<file path="config.mk">
export PLATFORM = sky130hd
export DESIGN_NAME = vedic_mac_pipe
export DESIGN_NICKNAME = d
export VERILOG_FILES = /design/src/rtl/vedic_mac_pipe.sv
export SDC_FILE = /design/constraint.sdc
export NUM_CORES = 1
export LEC_CHECK = 0
export CORE_MARGIN = 5
export CORE_UTILIZATION = 25
export DETAILED_ROUTE_END_ITERATION = 10
export PLACE_DENSITY_LB_ADDON = 0.3
export SLEW_MARGIN = 15
export SYNTH_ARGS = -nofsm -noshare
export SYNTH_HDL_FRONTEND = slang
export SYNTH_SLANG_ARGS = --single-unit
</file>
<file path="constraint.sdc">
create_clock -name clk -period 8.2 [get_ports clk]
set_input_delay 0.82 -clock clk [delete_from_list [all_inputs] [get_ports clk]]
set_output_delay 0.82 -clock clk [all_outputs]
set_load 0.02 [all_outputs]
</file>
<file path="src/rtl/vedic_mac_pipe.sv">
// Pipelined unsigned multiply-accumulate built on a Vedic half-split multiplier.
// Optional build macro MAC_SATURATE_EN clamps the accumulator on overflow instead of wrapping.
module vedic_mac_pipe #(
  parameter int unsigned WIDTH     = 8,
  parameter int unsigned ACC_WIDTH = 2 * WIDTH + 8,
  parameter int unsigned CNT_WIDTH = 8
) (
  input  logic                 clk,
  input  logic                 rst,
  input  logic                 in_valid,
  output logic                 in_ready,
  input  logic [WIDTH-1:0]     in_a,
  input  logic [WIDTH-1:0]     in_b,
  input  logic                 in_last,
  output logic                 out_valid,
  input  logic                 out_ready,
  output logic [ACC_WIDTH-1:0] out_acc,
  output logic [CNT_WIDTH-1:0] out_cnt,
  output logic                 out_ovf
);

  localparam int unsigned HALF = WIDTH / 2;
  localparam int unsigned PW   = 2 * WIDTH;

  logic w_stall;

  logic [HALF-1:0]  w_a_lo, w_a_hi, w_b_lo, w_b_hi;
  logic [WIDTH-1:0] w_pp_ll, w_pp_hl, w_pp_lh, w_pp_hh;

  logic             r_s1_valid, r_s1_last;
  logic [WIDTH-1:0] r_pp_ll, r_pp_hl, r_pp_lh, r_pp_hh;

  logic [WIDTH:0]   w_mid;
  logic [PW-1:0]    w_prod;

  logic             r_s2_valid, r_s2_last;
  logic [PW-1:0]    r_s2_prod;

  logic [ACC_WIDTH-1:0] w_base, w_acc_next;
  logic [ACC_WIDTH:0]   w_sum;
  logic [CNT_WIDTH-1:0] w_cnt_next;
  logic                 w_ovf_next;

  logic [ACC_WIDTH-1:0] r_acc;
  logic [CNT_WIDTH-1:0] r_cnt;
  logic                 r_ovf;
  logic                 r_fresh;

  logic                 r_out_valid;
  logic [ACC_WIDTH-1:0] r_out_acc;
  logic [CNT_WIDTH-1:0] r_out_cnt;
  logic                 r_out_ovf;

  // A held result freezes the whole pipe, so nothing downstream of S1 can be overwritten.
  assign w_stall  = r_out_valid && !out_ready;
  assign in_ready = !w_stall;

  assign w_a_lo = in_a[HALF-1:0];
  assign w_a_hi = in_a[WIDTH-1:HALF];
  assign w_b_lo = in_b[HALF-1:0];
  assign w_b_hi = in_b[WIDTH-1:HALF];

  assign w_pp_ll = {{HALF{1'b0}}, w_a_lo} * {{HALF{1'b0}}, w_b_lo};
  assign w_pp_hl = {{HALF{1'b0}}, w_a_hi} * {{HALF{1'b0}}, w_b_lo};
  assign w_pp_lh = {{HALF{1'b0}}, w_a_lo} * {{HALF{1'b0}}, w_b_hi};
  assign w_pp_hh = {{HALF{1'b0}}, w_a_hi} * {{HALF{1'b0}}, w_b_hi};

  always_ff @(posedge clk) begin
    if (rst) begin
      r_s1_valid <= 1'b0;
      r_s1_last  <= 1'b0;
      r_pp_ll    <= '0;
      r_pp_hl    <= '0;
      r_pp_lh    <= '0;
      r_pp_hh    <= '0;
    end else if (!w_stall) begin
      r_s1_valid <= in_valid;
      r_s1_last  <= in_last;
      r_pp_ll    <= w_pp_ll;
      r_pp_hl    <= w_pp_hl;
      r_pp_lh    <= w_pp_lh;
      r_pp_hh    <= w_pp_hh;
    end
  end

  // Cross terms are summed one bit wider before shifting so the carry is kept.
  assign w_mid  = {1'b0, r_pp_hl} + {1'b0, r_pp_lh};
  assign w_prod = {{WIDTH{1'b0}}, r_pp_ll}
                + ({{(WIDTH - 1){1'b0}}, w_mid} << HALF)
                + {r_pp_hh, {WIDTH{1'b0}}};

  always_ff @(posedge clk) begin
    if (rst) begin
      r_s2_valid <= 1'b0;
      r_s2_last  <= 1'b0;
      r_s2_prod  <= '0;
    end else if (!w_stall) begin
      r_s2_valid <= r_s1_valid;
      r_s2_last  <= r_s1_last;
      r_s2_prod  <= w_prod;
    end
  end

  always_comb begin
    w_base     = r_fresh ? '0 : r_acc;
    w_sum      = {1'b0, w_base} + {{(ACC_WIDTH + 1 - PW){1'b0}}, r_s2_prod};
    w_ovf_next = (r_fresh ? 1'b0 : r_ovf) | w_sum[ACC_WIDTH];
    w_cnt_next = r_fresh ? CNT_WIDTH'(1) : r_cnt + CNT_WIDTH'(1);
`ifdef MAC_SATURATE_EN
    // The sticky flag keeps the clamp in force until the result closes.
    w_acc_next = w_ovf_next ? '1 : w_sum[ACC_WIDTH-1:0];
`else
    w_acc_next = w_sum[ACC_WIDTH-1:0];
`endif
  end

  always_ff @(posedge clk) begin
    if (rst) begin
      r_acc       <= '0;
      r_cnt       <= '0;
      r_ovf       <= 1'b0;
      r_fresh     <= 1'b1;
      r_out_valid <= 1'b0;
      r_out_acc   <= '0;
      r_out_cnt   <= '0;
      r_out_ovf   <= 1'b0;
    end else if (!w_stall) begin
      if (r_s2_valid) begin
        r_acc   <= w_acc_next;
        r_cnt   <= w_cnt_next;
        r_ovf   <= w_ovf_next;
        r_fresh <= r_s2_last;
      end
      // Not stalled means any held result is being taken this edge.
      r_out_valid <= r_s2_valid && r_s2_last;
      if (r_s2_valid && r_s2_last) begin
        r_out_acc <= w_acc_next;
        r_out_cnt <= w_cnt_next;
        r_out_ovf <= w_ovf_next;
      end
    end
  end

  assign out_valid = r_out_valid;
  assign out_acc   = r_out_acc;
  assign out_cnt   = r_out_cnt;
  assign out_ovf   = r_out_ovf;

endmodule

</file>
# Word-level counts from Yosys, hierarchy flattened
# Index checks and enable logic that the tools add are counted.
dict set report word_totals {
  in_bits 21
  word_cells 37
  output_inout_bits 35
  register_bits 120
}
dict set report classes {
  mux 3
  bitwise_logic 2
  n_reduce_logical 6
  mul 4
  addsub 5
}
# operator n
set op_table {}
lappend op_table {{multiplier 4 x 4 -> 8 bit} 4}
lappend op_table {{adder 24 x 16 -> 25 bit} 1}
lappend op_table {{2-to-1 mux 24 bit} 1}
lappend op_table {{adder 14 x 16 -> 16 bit} 1}
lappend op_table {{adder 8 x 13 -> 14 bit} 1}
lappend op_table {{adder 8 x 8 -> 9 bit} 1}
lappend op_table {{adder 8 x 1 -> 8 bit (second input constant)} 1}
lappend op_table {{2-to-1 mux 8 bit} 1}
lappend op_table {{AND reduction 2 bit} 2}
lappend op_table {{logical AND 1 bit} 2}
lappend op_table {{logical NOT 1 bit} 2}
lappend op_table {{2-to-1 mux 1 bit} 1}
lappend op_table {{NOT 1 bit} 1}
lappend op_table {{bitwise OR 1 bit} 1}

# Longest topological paths before layout
# Gate-level depths: netlist of the first run.
dict set report depth {
  ltp_word 4
  ltp_mapped 16
  ltp_nobuf 16
}

# Worst setup path before layout of the first run
# Ideal clock, no wire load.
dict set report synth_timing {
  kind {in2reg}
  start {in in_b[3]}
  end {reg r_pp_ll[7]}
  arrival_time_ps 3047
  required_ps 8137
  path_stages 11
  setup_slack_ps 5090
  n_path_buf 0
  path_cell_list {nand2_1 fa_1 inv_1 fa_1 ha_1 a21o_1 a21oi_1 o21bai_1 a21oi_1 or4_1 nand3_1}
}
dict set report synth_via {
  elab_chain_cells 1
}
# element line_no
set synth_lines {}
lappend synth_lines {{from (decl)} 13} ;# input logic [WIDTH-1:0] in_b,
lappend synth_lines {{multiplier 4 x 4 -> 8 bit} 63} ;# assign w_pp_ll = {{HALF{1'b0}}, w_a_lo} * {{HALF{1'b0}}, w_b_lo};
lappend synth_lines {{to (signal assigned)} 79} ;# r_pp_ll <= w_pp_ll;
lappend synth_lines {{to (decl)} 31} ;# logic [WIDTH-1:0] r_pp_ll, r_pp_hl, r_pp_lh, r_pp_hh;
# No other way between the ends.
# A chain may end at the register's enable or synchronous reset.

# Worst setup path after layout of the first run
dict set report layout_timing {
  start {in out_ready}
  end {out in_ready}
}
dict set report layout_via {
  elab_chain_cells 3
}
# element line_no
set layout_lines {}
lappend layout_lines {{from (decl)} 16} ;# input logic out_ready,
lappend layout_lines {{logical NOT 1 bit} 55} ;# assign w_stall = r_out_valid && !out_ready;
lappend layout_lines {{logical AND 1 bit} 55}
lappend layout_lines {{logical NOT 1 bit} n/a}
lappend layout_lines {{to (decl)} 11} ;# output logic in_ready,
# No other way between the ends.

==> flow_results.org, run 1 <==
** Timing
- Setup total negative slack on the finished layout was measured at 0 ps.
- Crit path setup slack, layout :: 4310 ps
- Clock skew on the completed layout was measured at 8.72 ps.
- In this run the tightest slew margin relative to its limit is 0.259.
- Post-route worst hold slack :: 448 ps
- The final hold violation count came to 0.
- Crit share post-route :: 0.474
- For this run, the top clock speed supported by timing is 0.257 GHz.
- For the pin with the worst max-slew slack, the measured transition is 1100 ps.
- After layout, the minimum clock period comes to 3890 ps.
- Final setup violation count :: 0
- The number of pins exceeding their max-slew limit in the final report is 0.
- Setup repair after global routing left no endpoint under its margin.

** Layout
- Registers take 0.00240 sq mm.
- Final cell utilization of the core :: 0.302
- Post-layout net count :: 1169
- The finished layout holds 1500 standard cells, fillers aside.
- Number of inserted diodes :: 0
- Fill count :: 3477
- Summing all multi-input logic gate instances after layout gives 0.00544 sq mm.
- Fraction of layout cells with a size suffix above 1 :: 0.0586
- Area grow syn2layout :: 19.8%

** Yosys
- The share of synthesized area in the top cell type comes to 0.293.
- Area of the mapped netlist :: 0.00819 sq mm
- Sequential-to-total area share from yosys stat :: 0.293
- Among all cell types in the netlist, the one instantiated most often is nand2_1.
- The commonest cells after synthesis are nand2_1, a21oi_1, dfxtp_1, ha_1, nor2_1.
- For this run, the number of Yosys warnings is 0.
- Number of library cell types mapped by synthesis :: 68
- Number of instances in the synthesized netlist :: 1017
- Number of flops mapped to enable cells by yosys :: 0
- Library cell with the largest summed area after synthesis :: dfxtp_1
- Synthesis inferred 120 register bits.
- Mapped Nets :: 1141
- Each instance of the synthesized netlist takes up on average 8.05 sq um.
- In the post-synthesis netlist, the biggest area contributors are dfxtp_1, ha_1, nand2_1.
- In the synthesized netlist the async set-or-reset flop fraction comes to 0.
- In the synthesized netlist the dominant register cell turns out to be dfxtp_1.

** Clocking
- TritonCTS clock tree :: built
- Counting the buffers created by CTS gives 17.
- Clock latency on the worst-skew pair, taken at its later pin, is 420 ps.
- Post-CTS Resized :: 0
- The root buffer cell chosen for the clock tree is clkbuf_16.
- Buffer levels on the longest clock path :: 2
- Clock transition at the registers of the reported paths :: 50 ps
- In this run, post-CTS hold repair placed 0 buffers.
- Number of levels in the clock H-tree :: 4
- After clock tree synthesis, the setup repair step added 0 buffers.
- Number of clock sinks :: 120

** Critical path
- STA classifies the critical path startpoint as a primary input.
- Worst R2R Path Depth :: 16
- Capturing element type of the critical path :: output pin
- WP data arrival :: 3070 ps
- Of all nets on the critical path, the largest fanout is 60.
- WS Path Type :: in2out
- Required time at the worst-slack endpoint :: 7380 ps

** Outcome
- Result of the run :: finished, final reports clean

** Floorplan
- 56 I/O pins were placed.
- Die ar. :: 0.0365 sq mm
- Die boundary height :: 191 um
- Standard-cell rows :: 66
- Initial core utilization :: 0.252
- After floorplanning, the core was sized to cover 0.0325 sq mm.
- X dimension of the die :: 191 um

** Routing
- The routed design has 19.6 mm of wire.
- Ratio of routed vias to standard cells :: 4.57
- Number of nets still failing antenna checks after routing :: 0
- In the final routed layout, each cell accounts on average for 13.1 um.
- The routed layout has 6855 vias.
- Pre-antenna DRT Iters :: 4
- In the routed design, unresolved DRC markers number 0.
- Initial DRC count :: 436

** Placement
- Summed over all nets, the half-perimeter wirelength after detailed placement is 13.9 mm.
- Quantity of I/O buffers inserted on ports :: 55
- Final GP Congestion :: 0.776
- Counting tap cells, the placed design contains a total of 1468 instances.
- Worst-case setup slack after placement :: 4200 ps

** GRT
- In the global route stage, met3 resource usage came out at 0.0206.
- The first global-routing pass estimated 33.1 mm of wire.
- Number of antenna violations at the first check in global routing :: 0
- Via count of the first global-routing pass :: 6513
- Largest net degree at the start of global routing :: 83
- After global routing, the most crowded layer is met2.
- Across every metal layer, demand over resource in global routing totals 0.110.
- Met2 Track Usage GR :: 0.170
- Met1 GRT Util :: 0.159
- After global routing the overflow that remains totals 0.

** Power and ir drop
- Leakage power :: 3.93 nW
- PwrDens :: 187 mW/mm^2
- The worst-case IR drop observed on VDD is 0.000102 V.

** Min path
- Tightest Hold Check Type :: reg2reg
- Along the worst hold path, the cell count comes to 2.

** Run
- Maximum Capacitance Violations :: 0
critical path: stages:
cell	delay (ps)
clkdlybuf4s50_1	510
nor2b_4	50
buf_4	280
inv_2	110
buf_4	490
clkdlybuf4s50_1	720
path summary, 6_finish.rpt:
kind,startpoint,end,slack [ps]
setup / recovery,out_ready,in_ready,4310
hold / removal,r_acc[9],r_acc[9],450
setup reg to reg,r_pp_hl[0],r_s2_prod[13],5090
hold reg to reg,r_acc[9],r_acc[9],450
power breakdown:
group / internal [mW] / switching [mW]
Clock: 0.549 / 0.279
Sequential: 0.623 / 0.0271
Combinational: 0.157 / 0.203
sequential cells by signal (all words and copies together), names as in the netlist:
register and flops:
r_s1_last 1, r_pp_hl 8, r_pp_lh 8, r_pp_ll 8
r_fresh 1, out_ovf 1, r_cnt 8, r_s1_valid 1
r_pp_hh 8, r_ovf 1, out_valid 1, r_s2_prod 16
r_s2_valid 1, r_s2_last 1, out_acc 24, r_acc 24
out_cnt 8
logic make-up (layout without fill, tap and decap cells):
kind of cell / Yosys count / count (layout) / synth area share
compound gates: 250 / 250 / 0.194
xor+xnor: 37 / 37 / 0.0396
fa+ha+maj: 103 / 103 / 0.175
buf+inv: 93 / 134 / 0.0434
flops: 120 / 120 / 0.293
mux: 3 / 3 / 0.00428
simple gates: 411 / 411 / 0.250
metrics by stage:
stage	instance area (sq um)	total power, mW
floorplan	8190	0.932
global placement	9150	1.02
detailed placement	9150	1.02
CTS	9810	1.87
global route	9810	1.95
finish	9810	1.84
layout by cell type (no fill, tap or decap), types with 6 or more instances in the layout:
| cell type | count |
|---|---|
| a211oi_1 | 16 |
| a21o_1 | 19 |
| a21oi_1 | 123 |
| and2_1 | 51 |
| and3_1 | 7 |
| buf_4 | 9 |
| clkbuf_16 | 17 |
| clkdlybuf4s50_1 | 54 |
| dfxtp_1 | 120 |
| fa_1 | 19 |
| ha_1 | 84 |
| inv_1 | 38 |
| nand2_1 | 171 |
| nand2b_1 | 8 |
| nand3_1 | 25 |
| nand3b_1 | 16 |
| nand4_1 | 7 |
| nor2_1 | 53 |
| nor2b_1 | 25 |
| nor3_1 | 11 |
| o21ai_0 | 25 |
| o21bai_1 | 8 |
| or3_1 | 6 |
| xnor2_1 | 29 |
| xor2_1 | 8 |
metal layers:
metal | part of all wire | up-vias
li1 | - | 3616
met1 | 0.52 | 3141
met2 | 0.44 | 89
met3 | 0.035 | 9
met4 | 0.0067 | 0
met5 | 0 | -
layout make-up:
type                       instances  share of cell area
timing repair buffer              63              0.0620
inverter                          39              0.0149
clock inverter                    14              0.0225
tap                              442              0.0564
sequential                       120               0.245
multi-input combinational        804               0.554
clock buffer                      18              0.0448
Power figures use the tool's default switching activity.
==> run 2, diff against run 1 <==
Clock period 8.2 ns to 3.4 ns, I/O delays scaled along.
==> run 2 against run 1 <==
Flip-flop and latch count did not move. Critical path type is now reg2reg. Utilization rose by 0.35 points. Via count rose by 1.7%. Setup slack worse by 4000 ps. Largest power group unchanged. Clock power increased by 110%. Die area unchanged. Hold slack got worse by 0.59 ps.
==> flow_results.org, run 2 (synthesis gave the netlist of run 1 again) <==
** Layout
- Fraction of layout cells with a size suffix above 1 :: 0.0768
- The library cells used most frequently in the layout, excluding fill and tap cells, are nand2_1, a21oi_1, dfxtp_1.
- From synthesis to final layout, the design area changed by 21.2%.
- Post-layout net count :: 1193
- Area of combinational cells with multiple inputs :: 0.00544 sq mm
- Leaving out fill and tap cells, the most frequent cell in the layout is nand2_1.
- Across the whole layout, storage elements account for 0.00240 sq mm.
- Number of inserted diodes :: 0
- After filler insertion, the fill cell instance count of the layout stands at 3473.

** GRT
- The number of global-route vias before repair was 6862.
- Total gr overflow :: 0
- The initial antenna violation count is 0.
- For this run, the total global-route usage over all layers was measured as 0.114.
- Entering global routing, the biggest net connects 92 pins.
- First-pass GRT wire length :: 34.5 mm

** Critical path
- Largest fanout on the critical path :: 3
- Counting both buffers and inverters, the worst setup path holds a total of 1.
- Setup crit start kind :: register
- Required time at the worst-slack endpoint :: 3730 ps
- The worst setup path is of the reg2reg kind.
- Critical path cell sequence :: ha_1, inv_1, fa_1, nor2b_1, o21ai_0, nand2b_1, a21o_1, a21oi_1, o21ai_0, ha_1, nand2_1, o21ai_0, o31ai_2, or3_1, a311oi_1
- Most numerous cell on the critical path :: o21ai_0
- The worst setup path is captured at a register.
- Broken down by cell family, the worst path's largest delay share belongs to compound AO/OA/AOI/OAI gates.
- The slowest stage of the critical path belongs to the cell ha_1.
- Crit-path max cell delay :: 360 ps
- WP data arrival :: 3440 ps

** Clocking
- TritonCTS built the clock tree.
- Clock-pin slew was measured on the worst setup and hold paths at 50 ps.
- Setup repair bufs after CTS :: 0
- Number of levels in the clock H-tree :: 4
- In this run, CTS created clock tree buffers numbering 17.
- Buffer levels on the longest clock path :: 2
- The number of hold buffers added after CTS was 0.
- Post-CTS Resized :: 0
- The clock reaches the later pin of the worst-skew pair after 430 ps.
- The cell sitting at the root of the clock tree is a clkbuf_16.
- Number of clock sinks :: 120

** Power and ir drop
- For this design the static power due to leakage is 4.00 nW.
- Switching Fraction :: 0.287
- The internal portion of the total power is 3.00 mW.
- Of the total power, the clock network draws 0.415.
- Net switching power :: 1.21 mW
- Dividing total power by cell area gives a power density of 425 mW/mm^2.
- VDD sags by at most 0.000292 V.
- Register share of total power :: 0.373
- Of the total power, combinational logic draws 0.211.

** Routing
- The first detailed-routing pass took 4 iterations.
- Initial DRC count :: 295
- WL/cell :: 13.3 um
- Ratio of routed vias to standard cells :: 4.58
- The final layout contains routed wiring with a total length of 20.3 mm.
- Vias post-DR :: 6971
- After detailed routing, the number of remaining DRC violations is 0.
- In this run the remaining antenna-violating nets after routing total 0.

** Timing
- Worst slew slack as a fraction of its limit :: 0.352
- Maximum operating frequency :: 0.321 GHz
- Hold Fails Final Rpt :: 0
- Setup repair after global routing left no endpoint under its margin.
- Crit share post-route :: 0.916
- In the post-route analysis, the smallest setup slack over all paths is 287 ps.
- Slew Limit Fails :: 0
- After routing, the total negative slack on setup checks comes to 0 ps.
- After layout, the minimum clock period comes to 3110 ps.
- Transition time at the pin with the least slew margin :: 971 ps
- Final setup violation count :: 0
- Across the routed clock network, the largest skew measured is 13.4 ps.

** Placement
- Final GP Congestion :: 0.807
- Detailed placement finished with a half-perimeter wire length of 14.8 mm.
- Worst-case setup slack after placement :: 11.4 ps
- Quantity of I/O buffers inserted on ports :: 55

** Floorplan
- In this run the horizontal extent of the chip is 191 um.
- Initial core utilization :: 0.252
- The floorplan step defined a die boundary enclosing 0.0365 sq mm.
- Pin placement for this block handled 56 I/O pins.
- Standard-cell rows :: 66
- The core region is 0.0325 sq mm.
- In this run the vertical extent of the chip is 191 um.

** Outcome
- Result of the run :: finished, final reports clean

** Run
- Maximum Capacitance Violations :: 0

** Min path
- Tightest Hold Check Type :: reg2reg
[run 2: cell count changes in the layout (fill, tap and decap cells not counted), sizes merged]
cell      previous run  this run
inv                 41        39
clkinv               6         5
clkinvlp             1         2
buf                  9        33
bufinv               5         2
clkbuf              18        22
[run 2: power groups by stage]
stage / sequential [mW] / combinational (mW) / clock [mW]
4_1_cts: 1.57 / 0.898 / 1.80
5_1_grt: 1.59 / 1.02 / 1.86
6_report: 1.57 / 0.891 / 1.75
2_1_floorplan: 1.58 / 0.670 / 0
3_5_place_dp: 1.60 / 0.885 / 0
3_3_place_gp: 1.60 / 0.886 / 0
[run 2: final cells by class]
class | count | share of cell area
multi-input cells | 804 | 0.548
repair buffers | 87 | 0.0820
inverters | 39 | 0.0148
flip-flops and latches | 120 | 0.242
well taps | 442 | 0.0557
clock buffers | 22 | 0.0468
clock inverters | 9 | 0.0101
[run 2: metal layers]
metal / part of all wire / global-route usage
met3: 0.037 / 0.0206
met2: 0.44 / 0.178
met4: 0.015 / 0.0348
met5: 0 / 0
met1: 0.51 / 0.162
[run 2: path summary, 6_finish.rpt]
kind,cells after the start,end,slack (ps),startpoint
worst min-delay path,2,r_acc[3],450,r_acc[3]
worst max register to register,15,r_s2_prod[15],290,r_pp_hl[0]
worst min register to register,2,r_acc[3],450,r_acc[3]
worst max-delay path,15,r_s2_prod[15],290,r_pp_hl[0]
[run 2: stage by stage]
stage                     std cells   util  total power, mW  cell area, sq um  hold slack, ps
after floorplan                1017      -             2.25              8190             432
after global placement         1492  0.288             2.49              9350             438
after detailed placement       1492  0.288             2.49              9350             442
after CTS                      1523  0.306             4.27              9920             450
after global routing           1523  0.306             4.47              9920             468
final                          1523  0.306             4.21              9920             447
[run 2: worst min-delay path: cells and delay by family, from the launching register on]
kind	cells	cell delay, ps
simple gates	1	50
compound gates	1	50
flops	1	300
==> run 3, diff against run 2 <==
Settings changed: CTS_CLUSTER_DIAMETER from default to 120.
==> results of run 3 <==
Final layout, timing and power as in run 2 (identical DEF).
